## src/rtl/serial_subtractor8_pkg.sv

```systemverilog
// serial_subtractor8_pkg: shared FSM encoding and default width for the serial subtractor
package serial_subtractor8_pkg;
  localparam int WIDTH_DEF = 8;
  typedef enum logic [1:0] {
    IDLE  = 2'b00,
    SHIFT = 2'b01,
    DONE  = 2'b10
  } state_e;
endpackage

```

## src/rtl/serial_subtractor8_fulladder.sv

```systemverilog
// serial_subtractor8_fulladder: gate-level one-bit full adder cell
module serial_subtractor8_fulladder (
  input  logic a_i,
  input  logic b_i,
  input  logic cin_i,
  output logic sum_o,
  output logic cout_o
);
  logic p;
  assign p      = a_i ^ b_i;
  assign sum_o  = p ^ cin_i;
  assign cout_o = (a_i & b_i) | (cin_i & p);
endmodule

```

## src/rtl/serial_subtractor8.sv

```systemverilog
// serial_subtractor8: bit-serial a - b (LSB first) through one full adder with inverted b and carry seeded to 1
module serial_subtractor8
  import serial_subtractor8_pkg::*;
#(
  parameter int WIDTH = WIDTH_DEF
) (
  input  logic             clk,
  input  logic             rst_n,
  input  logic             start_i,
  input  logic [WIDTH-1:0] a_i,
  input  logic [WIDTH-1:0] b_i,
  output logic             ready_o,
  output logic             done_o,
  output logic [WIDTH-1:0] diff_o,
  output logic             borrow_o,
  output logic             ovf_o
);
  localparam int CW = $clog2(WIDTH);
  state_e           state_q, state_d;
  logic [WIDTH-1:0] a_q, a_d, b_q, b_d, diff_q, diff_d;
  logic [CW-1:0]    cnt_q, cnt_d;
  logic             carry_q, carry_d, borrow_q, borrow_d, ovf_q, ovf_d;
  logic             s, co, last;
  serial_subtractor8_fulladder u_fa (
    .a_i   (a_q[0]),
    .b_i   (b_q[0]),
    .cin_i (carry_q),
    .sum_o (s),
    .cout_o(co)
  );
  assign last = cnt_q == CW'(WIDTH - 1);
  // Sum bits fill the minuend register from the top as its bits are consumed,
  // so after WIDTH shifts it holds the complete difference.
  always_comb begin
    state_d  = state_q;
    a_d      = a_q;
    b_d      = b_q;
    cnt_d    = cnt_q;
    carry_d  = carry_q;
    diff_d   = diff_q;
    borrow_d = borrow_q;
    ovf_d    = ovf_q;
    case (state_q)
      IDLE: if (start_i) begin
        a_d     = a_i;
        b_d     = ~b_i;
        carry_d = 1'b1;
        cnt_d   = '0;
        state_d = SHIFT;
      end
      SHIFT: begin
        a_d     = {s, a_q[WIDTH-1:1]};
        b_d     = {1'b0, b_q[WIDTH-1:1]};
        carry_d = co;
        cnt_d   = last ? cnt_q : cnt_q + CW'(1);
        if (last) begin
          diff_d   = {s, a_q[WIDTH-1:1]};
          borrow_d = ~co;
          ovf_d    = carry_q ^ co;
          state_d  = DONE;
        end
      end
      DONE:    state_d = IDLE;
      default: state_d = IDLE;
    endcase
  end
  always_ff @(posedge clk or negedge rst_n) begin
    if (!rst_n) begin
      state_q  <= IDLE;
      a_q      <= '0;
      b_q      <= '0;
      cnt_q    <= '0;
      carry_q  <= 1'b0;
      diff_q   <= '0;
      borrow_q <= 1'b0;
      ovf_q    <= 1'b0;
    end else begin
      state_q  <= state_d;
      a_q      <= a_d;
      b_q      <= b_d;
      cnt_q    <= cnt_d;
      carry_q  <= carry_d;
      diff_q   <= diff_d;
      borrow_q <= borrow_d;
      ovf_q    <= ovf_d;
    end
  end
  assign ready_o  = state_q == IDLE;
  assign done_o   = state_q == DONE;
  assign diff_o   = diff_q;
  assign borrow_o = borrow_q;
  assign ovf_o    = ovf_q;
endmodule

```

## config.mk

```make
export PLATFORM = sky130hd
export DESIGN_NAME = serial_subtractor8
export DESIGN_NICKNAME = d
export VERILOG_FILES = /design/src/rtl/serial_subtractor8_pkg.sv /design/src/rtl/serial_subtractor8_fulladder.sv /design/src/rtl/serial_subtractor8.sv
export SDC_FILE = /design/constraint.sdc
export NUM_CORES = 1
export LEC_CHECK = 0
export BUFFER_PORTS_ARGS = -buffer_cell sky130_fd_sc_hd__buf_2
export CORE_MARGIN = 1
export CORE_UTILIZATION = 35
export DETAILED_ROUTE_END_ITERATION = 12
export GPL_TIMING_DRIVEN = 1
export SLEW_MARGIN = 20
export SYNTH_ARGS = -nofsm -noshare
export SYNTH_HDL_FRONTEND = slang
export SYNTH_SLANG_ARGS = --single-unit
```

## constraint.sdc

```tcl
create_clock -name clk -period 1.6 [get_ports clk]
set_input_delay 0.16 -clock clk [delete_from_list [all_inputs] [get_ports clk]]
set_output_delay 0.16 -clock clk [all_outputs]
set_load 0.05 [all_outputs]
```

After elaboration in Yosys (flattened, before gate mapping)
Index checks and enable logic that the tools add are counted.
{"block": "word_totals", "rom_bits": 0, "in_bits": 19, "out_inout_bits": 12, "register_bits": 32, "mem_count": 0, "wordCells": 41, "ramBits": 0, "latch_bits": 0}
{"block": "op_classes", "addsub": 1, "div": 0, "shifts": 0, "mul": 0, "mux": 12, "n_bitwise": 8, "order_cmp": 0, "reduce_logical": 6, "n_eq_ne": 6}
{"op": "8-bit one-hot mux with 2 select lines", "n": 2}
{"op": "8-bit 2-to-1 mux", "n": 2}
{"op": "8-bit NOT", "n": 1}
{"op": "3-bit 2-to-1 mux", "n": 2}
{"op": "2-bit inequality test (second input constant)", "n": 3}
{"op": "3-bit one-hot mux with 2 select lines", "n": 1}
{"op": "2-bit AND reduction", "n": 3}
{"op": "2-bit 2-to-1 mux", "n": 2}
{"op": "2-bit one-hot mux with 2 select lines", "n": 1}
{"op": "3-bit by 1-bit adder with 3-bit output (second input constant)", "n": 1}
{"op": "3-bit == test (second input constant)", "n": 1}
{"op": "3-bit AND reduction", "n": 1}
{"op": "1-bit XOR", "n": 3}
{"op": "1-bit AND", "n": 2}
{"op": "2-bit by 1-bit == test with 1-bit output (second input constant)", "n": 1}
{"op": "2-bit == test (second input constant)", "n": 1}
{"op": "2-bit logical NOT", "n": 1}
{"op": "1-bit one-hot mux with 2 select lines", "n": 1}
{"op": "2-bit nonzero test", "n": 1}
{"op": "1-bit 2-to-1 mux", "n": 1}
{"op": "1-bit NOT", "n": 1}
{"op": "1-bit OR", "n": 1}

Longest topological paths before layout
Gate-level depths: netlist (run 1).
{"block": "depth", "word_depth": 4, "mapped_depth": 5, "depth_no_buf": 4}

Cells and area by module
Synthesis (run 1) repeated with hierarchy kept, for this count alone.
{"block": "hier_totals", "cells_unflattened": 127, "area_unflattened_um2": 1620.3}
{"mod": "serial_subtractor8", "instances": 1, "area_per_inst_um2": 1600.3, "seq_area_each_um2": 800.8, "cells_per_inst": 126}
{"mod": "serial_subtractor8_fulladder", "instances": 1, "area_per_inst_um2": 20.0, "seq_area_each_um2": 0.0, "cells_per_inst": 1}

Worst setup path before layout (run 1)
No wires, ideal clock.
{"block": "synth_timing", "kind": "flip-flop to flip-flop", "startpoint": "reg state_q[0]", "endpoint": "reg a_q[5]", "n_path_buf": 2, "setup_time_ns": 0.167, "path_stages_with_launch": 5, "arrival_ns": 1.423, "synth_period_minus_slack_ns": 1.590, "required_ns": 1.433, "slack_ns": 0.010, "cell_sequence": "dfrtp_1 buf_4 buf_2 nor2_2 a222oi_1"}
{"block": "synth_between", "elab_chain_cells": 3, "elab_cells_between_ends": 6, "cone_classes": "eq/ne (2); mux (1); reduce/logical (3)"}
{"element": "start: declaration", "line": "serial_subtractor8.sv:19", "source": "state_e state_q, state_d;"}
{"element": "start signal: assignment", "line": "serial_subtractor8.sv:78", "source": "state_q <= state_d;"}
{"element": "2-bit logical NOT (*)"}
{"element": "named net ready_o", "line": "serial_subtractor8.sv:12", "source": "output logic ready_o,"}
{"element": "2-bit inequality test (no line) or 2-bit nonzero test (tied branches)"}
{"element": "2-bit AND reduction (no line)"}
{"element": "end signal: assignment", "line": "serial_subtractor8.sv:70", "source": "a_q <= '0;"}
{"element": "end signal: assignment", "line": "serial_subtractor8.sv:79", "source": "a_q <= a_d;"}
{"element": "end: declaration", "line": "serial_subtractor8.sv:20", "source": "logic [WIDTH-1:0] a_q, a_d, b_q, b_d, diff_q, diff_d;"}
The timed path passes the listed nets; every way through them passes the cells marked *.
A chain may end at the register's enable or synchronous reset.

Worst setup path after layout (run 1)
{"block": "layout_timing", "startpoint": "reg cnt_q[0]", "endpoint": "reg cnt_q[2]"}
{"block": "layout_between", "elab_chain_cells": 3, "elab_cells_between_ends": 6, "cone_classes": "add/sub (1); eq/ne (2); mux (2); reduce/logical (1)"}
{"element": "start: declaration", "line": "serial_subtractor8.sv:21", "source": "logic [CW-1:0] cnt_q, cnt_d;"}
{"element": "start signal: assignment", "line": "serial_subtractor8.sv:81", "source": "cnt_q <= cnt_d;"}
{"element": "3-bit by 1-bit adder with 3-bit output or 3-bit == test (tied branches)", "line": "serial_subtractor8.sv:55, serial_subtractor8.sv:31"}
{"element": "3-bit 2-to-1 mux or 2-bit inequality test (tied branches)"}
{"element": "3-bit one-hot mux with 2 select lines or 3-bit AND reduction (tied branches)"}
Parallel ways exist; a longest one is shown, timed or not. The select of a mux whose other input is x is not followed.

==> impl_metrics.tcl, run 1 <==
set metrics [dict create \
    status "completed" \
    grt_pass1_vias 1186 \
    pin_count 31 \
    slew_headroom_pct 51.9 \
    crit_arrival_ps 1720 \
    p_total_mw 3.78 \
    area_growth_pct 22.3 \
    clock_latency_ps 280 \
    hold_violations 0 \
    synth_most_common_cell "dfrtp_1" \
    fin_crit_sh_pct 95.8 \
    core_area_sq_mm 0.00412 \
    ys_seq_area_share_pct 51.8 \
    vias 1159 \
    vias_per_cell 5.22 \
    drt_iter0_markers 78 \
    dp.final_hpwl_um 2270 \
    io_buffers 30 \
    critPathMaxFanout 5 \
    cts_made_buffers 5 \
    route.detailed.drc 0 \
    max_freq_ghz 0.652 \
    antenna_found_initial 0 \
    post-route-min-period_ps 1530 \
    drv_slew 0 \
    clk_pin_slew_ps 70 \
    synth_cell_type_count 32 \
    finClkSkew_ps 4.92 \
    yosys.area.top_type "dfrtp_1" \
    p_leak_nw 0.904 \
    tightest_slew_ps 721 \
    rsz0062_at_grt "true" \
    vdd_drop_max_mv 0.808 \
    crit_type "flop to flop" \
    synth_compound_area_share_pct 14.0 \
    gp_congestion 0.732 \
    synth_mux_area_share_pct 7.20 \
    start_util_pct 37.6 \
    num_antenna_cells 0 \
    final_antenna_net_count 0 \
    hold_class "input pin to flop" \
    fp.dieH_um 68.5 \
    utilization_pct 46.0 \
    die_w_um 68.5 \
    regArea_sq_um 803 \
    grt_start_max_net_pins 33 \
    synth_top_family_by_area "simple AND/OR/NAND/NOR gates" \
    cts-root-buf "clkbuf_8" \
    synth_xor_xnor_area_share_pct 0.566 \
    yosys_warnings 0 \
    drv.max_cap_violation_count 0 \
    grt_use_total_pct 16.7 \
    fillCellCount 406 \
    synthCells 135 \
    start_kind "flop" \
    multi_input_area_sq_um 619 \
    die_area_sq_mm 0.00469 \
    synth_seq_cells 32 \
    synth_common_cells "dfrtp_1, inv_1, a222oi_1, mux2_2, buf_2" \
    overflow 0 \
    clock_path_buffers 2 \
    clkSinkCount 32 \
    power-per-cell-area_mw_per_mm2 2000 \
    syn-num-nets 157 \
    cp-end-kind "flop" \
    nNetsFinal 193 \
    post_drt_wl_per_cell_um 14.6 \
    cts_tree "yes" \
    synthAdderAreaFrac_pct 2.91 \
    synth-simple-area-share_pct 15.2 \
    dr.pass1.iters 6 \
    r2r_setup_slack_ps 70 \
    avgSynthCellArea_sq_um 11.5 \
    totalWireLength_um 3240 \
    synth_area_leaders "dfrtp_1, mux2_2, a222oi_1, inv_1, and2_1" \
    ys_dominant_reg_cell "dfrtp_1" \
    synth_top_area_share_pct 51.8 \
    setup_violations 0 \
    synth_edf_count 0 \
    drive_gt1_share_pct 36.6 \
    async_reset_ff_share_pct 100 \
    synth_area_sq_mm 0.00155 \
    grt_pass1_wl_um 5480 \
    critPathRequiredTime_ps 1790 \
    rows 23 \
    h-tree-depth 2 \
]
[worst max-delay path, cell delays in order, from the launching register on]
cell and delay, ps:
dfrtp_1 390, ha_1 210, ha_1 190, buf_4 150, or2_2 300, o221ai_1 200
[registers in the layout (all words and copies together) (netlist names)]
register,cells
a_q,8
b_q,8
diff_o,8
cnt_q,3
state_q,2
borrow_o,1
carry_q,1
ovf_o,1
[power breakdown]
| group | total (mW) | internal [mW] | switching (mW) |
|---|---|---|---|
| clock network | 0.646 | 0.343 | 0.303 |
| registers | 1.38 | 1.18 | 0.206 |
| logic | 1.75 | 0.688 | 1.07 |
| total | 3.78 | 2.21 | 1.58 |
[stage by stage]
step	setup slack (ps)	cell area [sq um]	setup TNS, ps	hold WS, ps	cells
after floorplan	10.1	1550	0	-136	135
after CTS	6.88	1870	0	151	220
after global placement	74.1	1770	0	246	211
after global routing	-2.27	1890	-2.27	164	222
final	67.1	1890	0	157	222
after detailed placement	27.0	1770	0	262	211
[repair_timing]
action | CTS | global route
endpoints found under the setup margin | 0 | 16
hold endpoints to repair | 32 | 0
hold buffers | 1 | 0
setup buffers | 0 | 2
resized for setup | 0 | 4
[logic make-up after synthesis]
| logic type | count (synthesis) |
|---|---|
| fa+ha+maj | 3 |
| xor+xnor | 1 |
| compound gates | 23 |
| simple gates | 35 |
| buf+inv | 31 |
| flops | 32 |
| mux | 10 |
[metal layers]
layer	vias to the layer above	routed length, um	global-route usage, %
li1	556	-	-
met3	4	115	5.17
met4	0	43	7.03
met5	-	0	0
met2	20	1690	28.6
met1	579	1390	19.1
[placed cells by master, fill, tap and decap left out, drive strengths merged]
cell | netlist | routed
a211oi | 4 | 4
a21oi | 1 | 1
a221oi | 1 | 1
a222oi | 9 | 9
a22oi | 1 | 1
and2 | 6 | 6
buf | 8 | 37
clkbuf | 2 | 7
clkinv | 0 | 2
dfrtp | 32 | 32
dlygate4sd3 | 0 | 1
fa | 1 | 1
ha | 2 | 2
inv | 21 | 21
mux2 | 9 | 9
mux2i | 1 | 1
nand2 | 3 | 3
nand2b | 4 | 4
nand3 | 3 | 3
nand3b | 1 | 1
nor2 | 1 | 1
nor2b | 5 | 5
nor3b | 4 | 4
nor4b | 4 | 4
nor4bb | 1 | 1
o21ba | 1 | 1
o21bai | 1 | 1
o221a | 1 | 1
o221ai | 3 | 3
o311ai | 1 | 1
or2 | 1 | 1
or4b | 2 | 2
xnor2 | 1 | 1
[path summary, 6_finish.rpt]
check,depth (start not counted),end,from
worst max-delay path,5,cnt_q[2]$_DFFE_PN0P_,cnt_q[0]$_DFFE_PN0P_
worst min-delay path,3,b_q[5]$_DFFE_PN0P_,b_i[5]
worst max register to register,5,cnt_q[2]$_DFFE_PN0P_,cnt_q[0]$_DFFE_PN0P_
worst min register to register,1,diff_o[6]$_DFFE_PN0P_,diff_o[6]$_DFFE_PN0P_
max in group asynchronous,2,state_q[0]$_DFFE_PN0P_,rst_n
min in group asynchronous,2,carry_q$_DFFE_PN0P_,rst_n
[layout make-up]
class,instances,area share [%]
clock buffers,6,4.37
clock inverters,2,0.529
inverters,21,4.17
multi-input cells,72,32.7
flip-flops and latches,32,42.5
well taps,50,3.31
repair buffers,39,12.4
Power figures use the tool's default switching activity.
==> inputs of run 2 (changes only) <==
--- a/config.mk
+++ b/config.mk
@@ -13,4 +13,5 @@
 export SLEW_MARGIN = 20
 export SYNTH_ARGS = -nofsm -noshare
 export SYNTH_HDL_FRONTEND = slang
+export SYNTH_HIERARCHICAL = 1
 export SYNTH_SLANG_ARGS = --single-unit
==> constraint.sdc (replaced) <==
create_clock -name clk -period 2 [get_ports clk]
set_input_delay 0.2 -clock clk [delete_from_list [all_inputs] [get_ports clk]]
set_output_delay 0.2 -clock clk [all_outputs]
set_load 0.05 [all_outputs]
==> run 2 against run 1 <==
Net effect: via count shrank 3.0%; setup slack gained 190 ps; die area grew 4.6%; synthesized cell count shrank 5.9%; flip-flop and latch count is the same; core utilization shrank 3.0 points; non-clock buffer count shrank 3; sequential share of layout area shrank 0.22 points; fmax shrank 12%.
==> impl_metrics.tcl, run 2 <==
set metrics [dict create \
    slew_headroom_pct 51.0 \
    post_drt_wl_per_cell_um 15.7 \
    multi_input_area_sq_um 694 \
    hold_class "input pin to flop" \
    dp.final_hpwl_um 2290 \
    finClkSkew_ps 2.45 \
    holdWs_ps 243 \
    switching_share_pct 40.3 \
    worstRegToRegCells 4 \
    vdd_drop_max_mv 0.547 \
    drv.max_cap_violation_count 0 \
    crit_path_end "diff_o[0]$_DFFE_PN0P_" \
    p_total_mw 3.13 \
    core_area_sq_mm 0.00441 \
    num_antenna_cells 0 \
    start_util_pct 36.7 \
    synth_seq_cells 32 \
    dr.pass1.iters 4 \
    fillCellCount 407 \
    stdcell_count 211 \
    clkSinkCount 32 \
    p_clk_share_pct 17.2 \
    grt_pass1_vias 1178 \
    cp-end-kind "flop" \
    post_dp_cell_area_sq_mm 0.00179 \
    grt_start_max_net_pins 33 \
    seq_power_share_pct 37.9 \
    regToRegEndpoint "diff_o[0]$_DFFE_PN0P_" \
    yosys.area.top_type "dfrtp_1" \
    avgSynthCellArea_sq_um 12.8 \
    rows 24 \
    critPathMaxFanout 11 \
    vias_per_cell 5.33 \
    cts_made_buffers 5 \
    tightest_slew_ps 736 \
    die_w_um 70.0 \
    cts-root-buf "clkbuf_8" \
    cts_tree "yes" \
    crit_type "flop to flop" \
    crit_arrival_ps 1910 \
    synth_edf_count 0 \
    synthCells 127 \
    yosys_warnings 6 \
    overflow 0 \
    io_buffers 30 \
    final_cell_mix "dfrtp_1, buf_2, inv_1, o221a_2, mux2_4" \
    grt_use_total_pct 14.9 \
    syn-num-nets 149 \
    route.detailed.drc 0 \
    nNetsFinal 181 \
    regArea_sq_um 801 \
    p_leak_nw 0.868 \
    drive_gt1_share_pct 39.6 \
    synth_most_common_cell "dfrtp_1" \
    clk_pin_slew_ps 60 \
    p_int_mw 1.87 \
    design_area_sq_mm 0.00190 \
    synth_area_leaders "dfrtp_1, mux2_4, o221a_2, nand4bb_1, buf_6" \
    synth_area_sq_mm 0.00162 \
    r2r_start "cnt_q[0]$_DFFE_PN0P_" \
    antenna_found_initial 0 \
    drt_iter0_markers 45 \
    post-route-min-period_ps 1740 \
    clock_latency_ps 280 \
    drv_slew 0 \
    vias 1124 \
    cts_resized 0 \
    h-tree-depth 2 \
    power-per-cell-area_mw_per_mm2 1650 \
    hold_violations 0 \
    async_reset_ff_share_pct 100 \
    synth_common_cells "dfrtp_1, inv_1, o221a_2, mux2_4, nor3b_1" \
    ys_dominant_reg_cell "dfrtp_1" \
    ys_seq_area_share_pct 49.4 \
    rsz0062_at_grt "false" \
    pin_count 31 \
    totalWireLength_um 3310 \
    dpl.cell_count 203 \
    die_area_sq_mm 0.00491 \
    fin_crit_sh_pct 87.1 \
    setup_violations 0 \
    synth_top_area_share_pct 49.4 \
    r2r_setup_slack_ps 260 \
    tns_ps 0 \
    switchingPower_mw 1.26 \
    start_kind "flop" \
    fp.dieH_um 70.0 \
    synth_cell_type_count 32 \
    max_freq_ghz 0.574 \
    final_common_cell "dfrtp_1" \
    grt_pass1_wl_um 5680 \
    p_comb_share_pct 44.9 \
    crit_start "cnt_q[0]$_DFFE_PN0P_" \
    area_growth_pct 17.0 \
    clock_path_buffers 2 \
    status "completed" \
    gp_congestion 0.797 \
    final_antenna_net_count 0 \
    critPathRequiredTime_ps 2170 \
]
==> run 2: cell families (layout without fill, tap and decap cells) <==
logic type	Yosys count	count (layout)	synth area share, %
AND/OR/NAND/NOR	36	36	17.6
flip-flops	32	32	49.4
AO/OA/AOI/OAI	23	23	13.2
buffers and inverters	22	54	7.72
multiplexers	10	10	8.73
adder cells (fa/ha/maj)	3	3	2.78
XOR/XNOR	1	1	0.541
==> run 2: worst min path at each step <==
| stage | from | to | slack, ps | cells after the start |
|---|---|---|---|---|
| 6_report | b_i[3] | b_q[3]$_DFFE_PN0P_ | 240 | 3 |
| 5_1_grt | b_i[2] | b_q[2]$_DFFE_PN0P_ | 240 | 3 |
| 4_1_cts | b_i[3] | b_q[3]$_DFFE_PN0P_ | 240 | 3 |
| 3_5_place_dp | rst_n | diff_o[3]$_DFFE_PN0P_ | 300 | 1 |
| 3_3_place_gp | rst_n | diff_o[3]$_DFFE_PN0P_ | 280 | 1 |
| 2_1_floorplan | rst_n | a_q[0]$_DFFE_PN0P_ | -100 | 0 |
==> run 2: area by class of cell <==
| class | count | share of cell area [%] |
|---|---|---|
| inverter | 11 | 2.18 |
| tap | 52 | 3.43 |
| multi-input combinational | 73 | 36.6 |
| timing repair buffer | 36 | 10.4 |
| sequential | 32 | 42.2 |
| clock buffer | 7 | 5.08 |
==> run 2: metal layers <==
| metal | share of wire, % | up-vias | track usage, % |
|---|---|---|---|
| met5 | 0 | - | 0 |
| met4 | 2.1 | 0 | 7.78 |
| met3 | 3.8 | 8 | 3.17 |
| met2 | 48 | 30 | 23.2 |
| met1 | 46 | 553 | 19.6 |
| li1 | - | 533 | - |
==> run 2: power by group through the flow <==
stage	Clock [mW]	Sequential (mW)	Combinational (mW)
after floorplan	0	1.44	0.874
after global placement	0	1.18	1.37
after detailed placement	0	1.20	1.42
after CTS	0.553	1.19	1.42
after global routing	0.574	1.23	1.54
final	0.536	1.19	1.40
==> run 2: through the flow <==
stage               utilization, %  setup slack, ps
global placement              40.5              336
CTS                           42.9              268
floorplan                        -              354
finish                        42.9              258
global route                  42.9              186
detailed placement            40.5              278
==> run 2: timing repair <==
| action | in CTS | in global routing |
|---|---|---|
| hold buffers | 1 | 0 |
| buffers inserted | 0 | 0 |
| endpoints found under the hold margin | 20 | 0 |
==> run 2: critical path: stages, from the launching register on <==
cell      delay, ps
dfrtp_1         420
ha_1            210
ha_1            250
nand3b_2        370
mux2_2          380
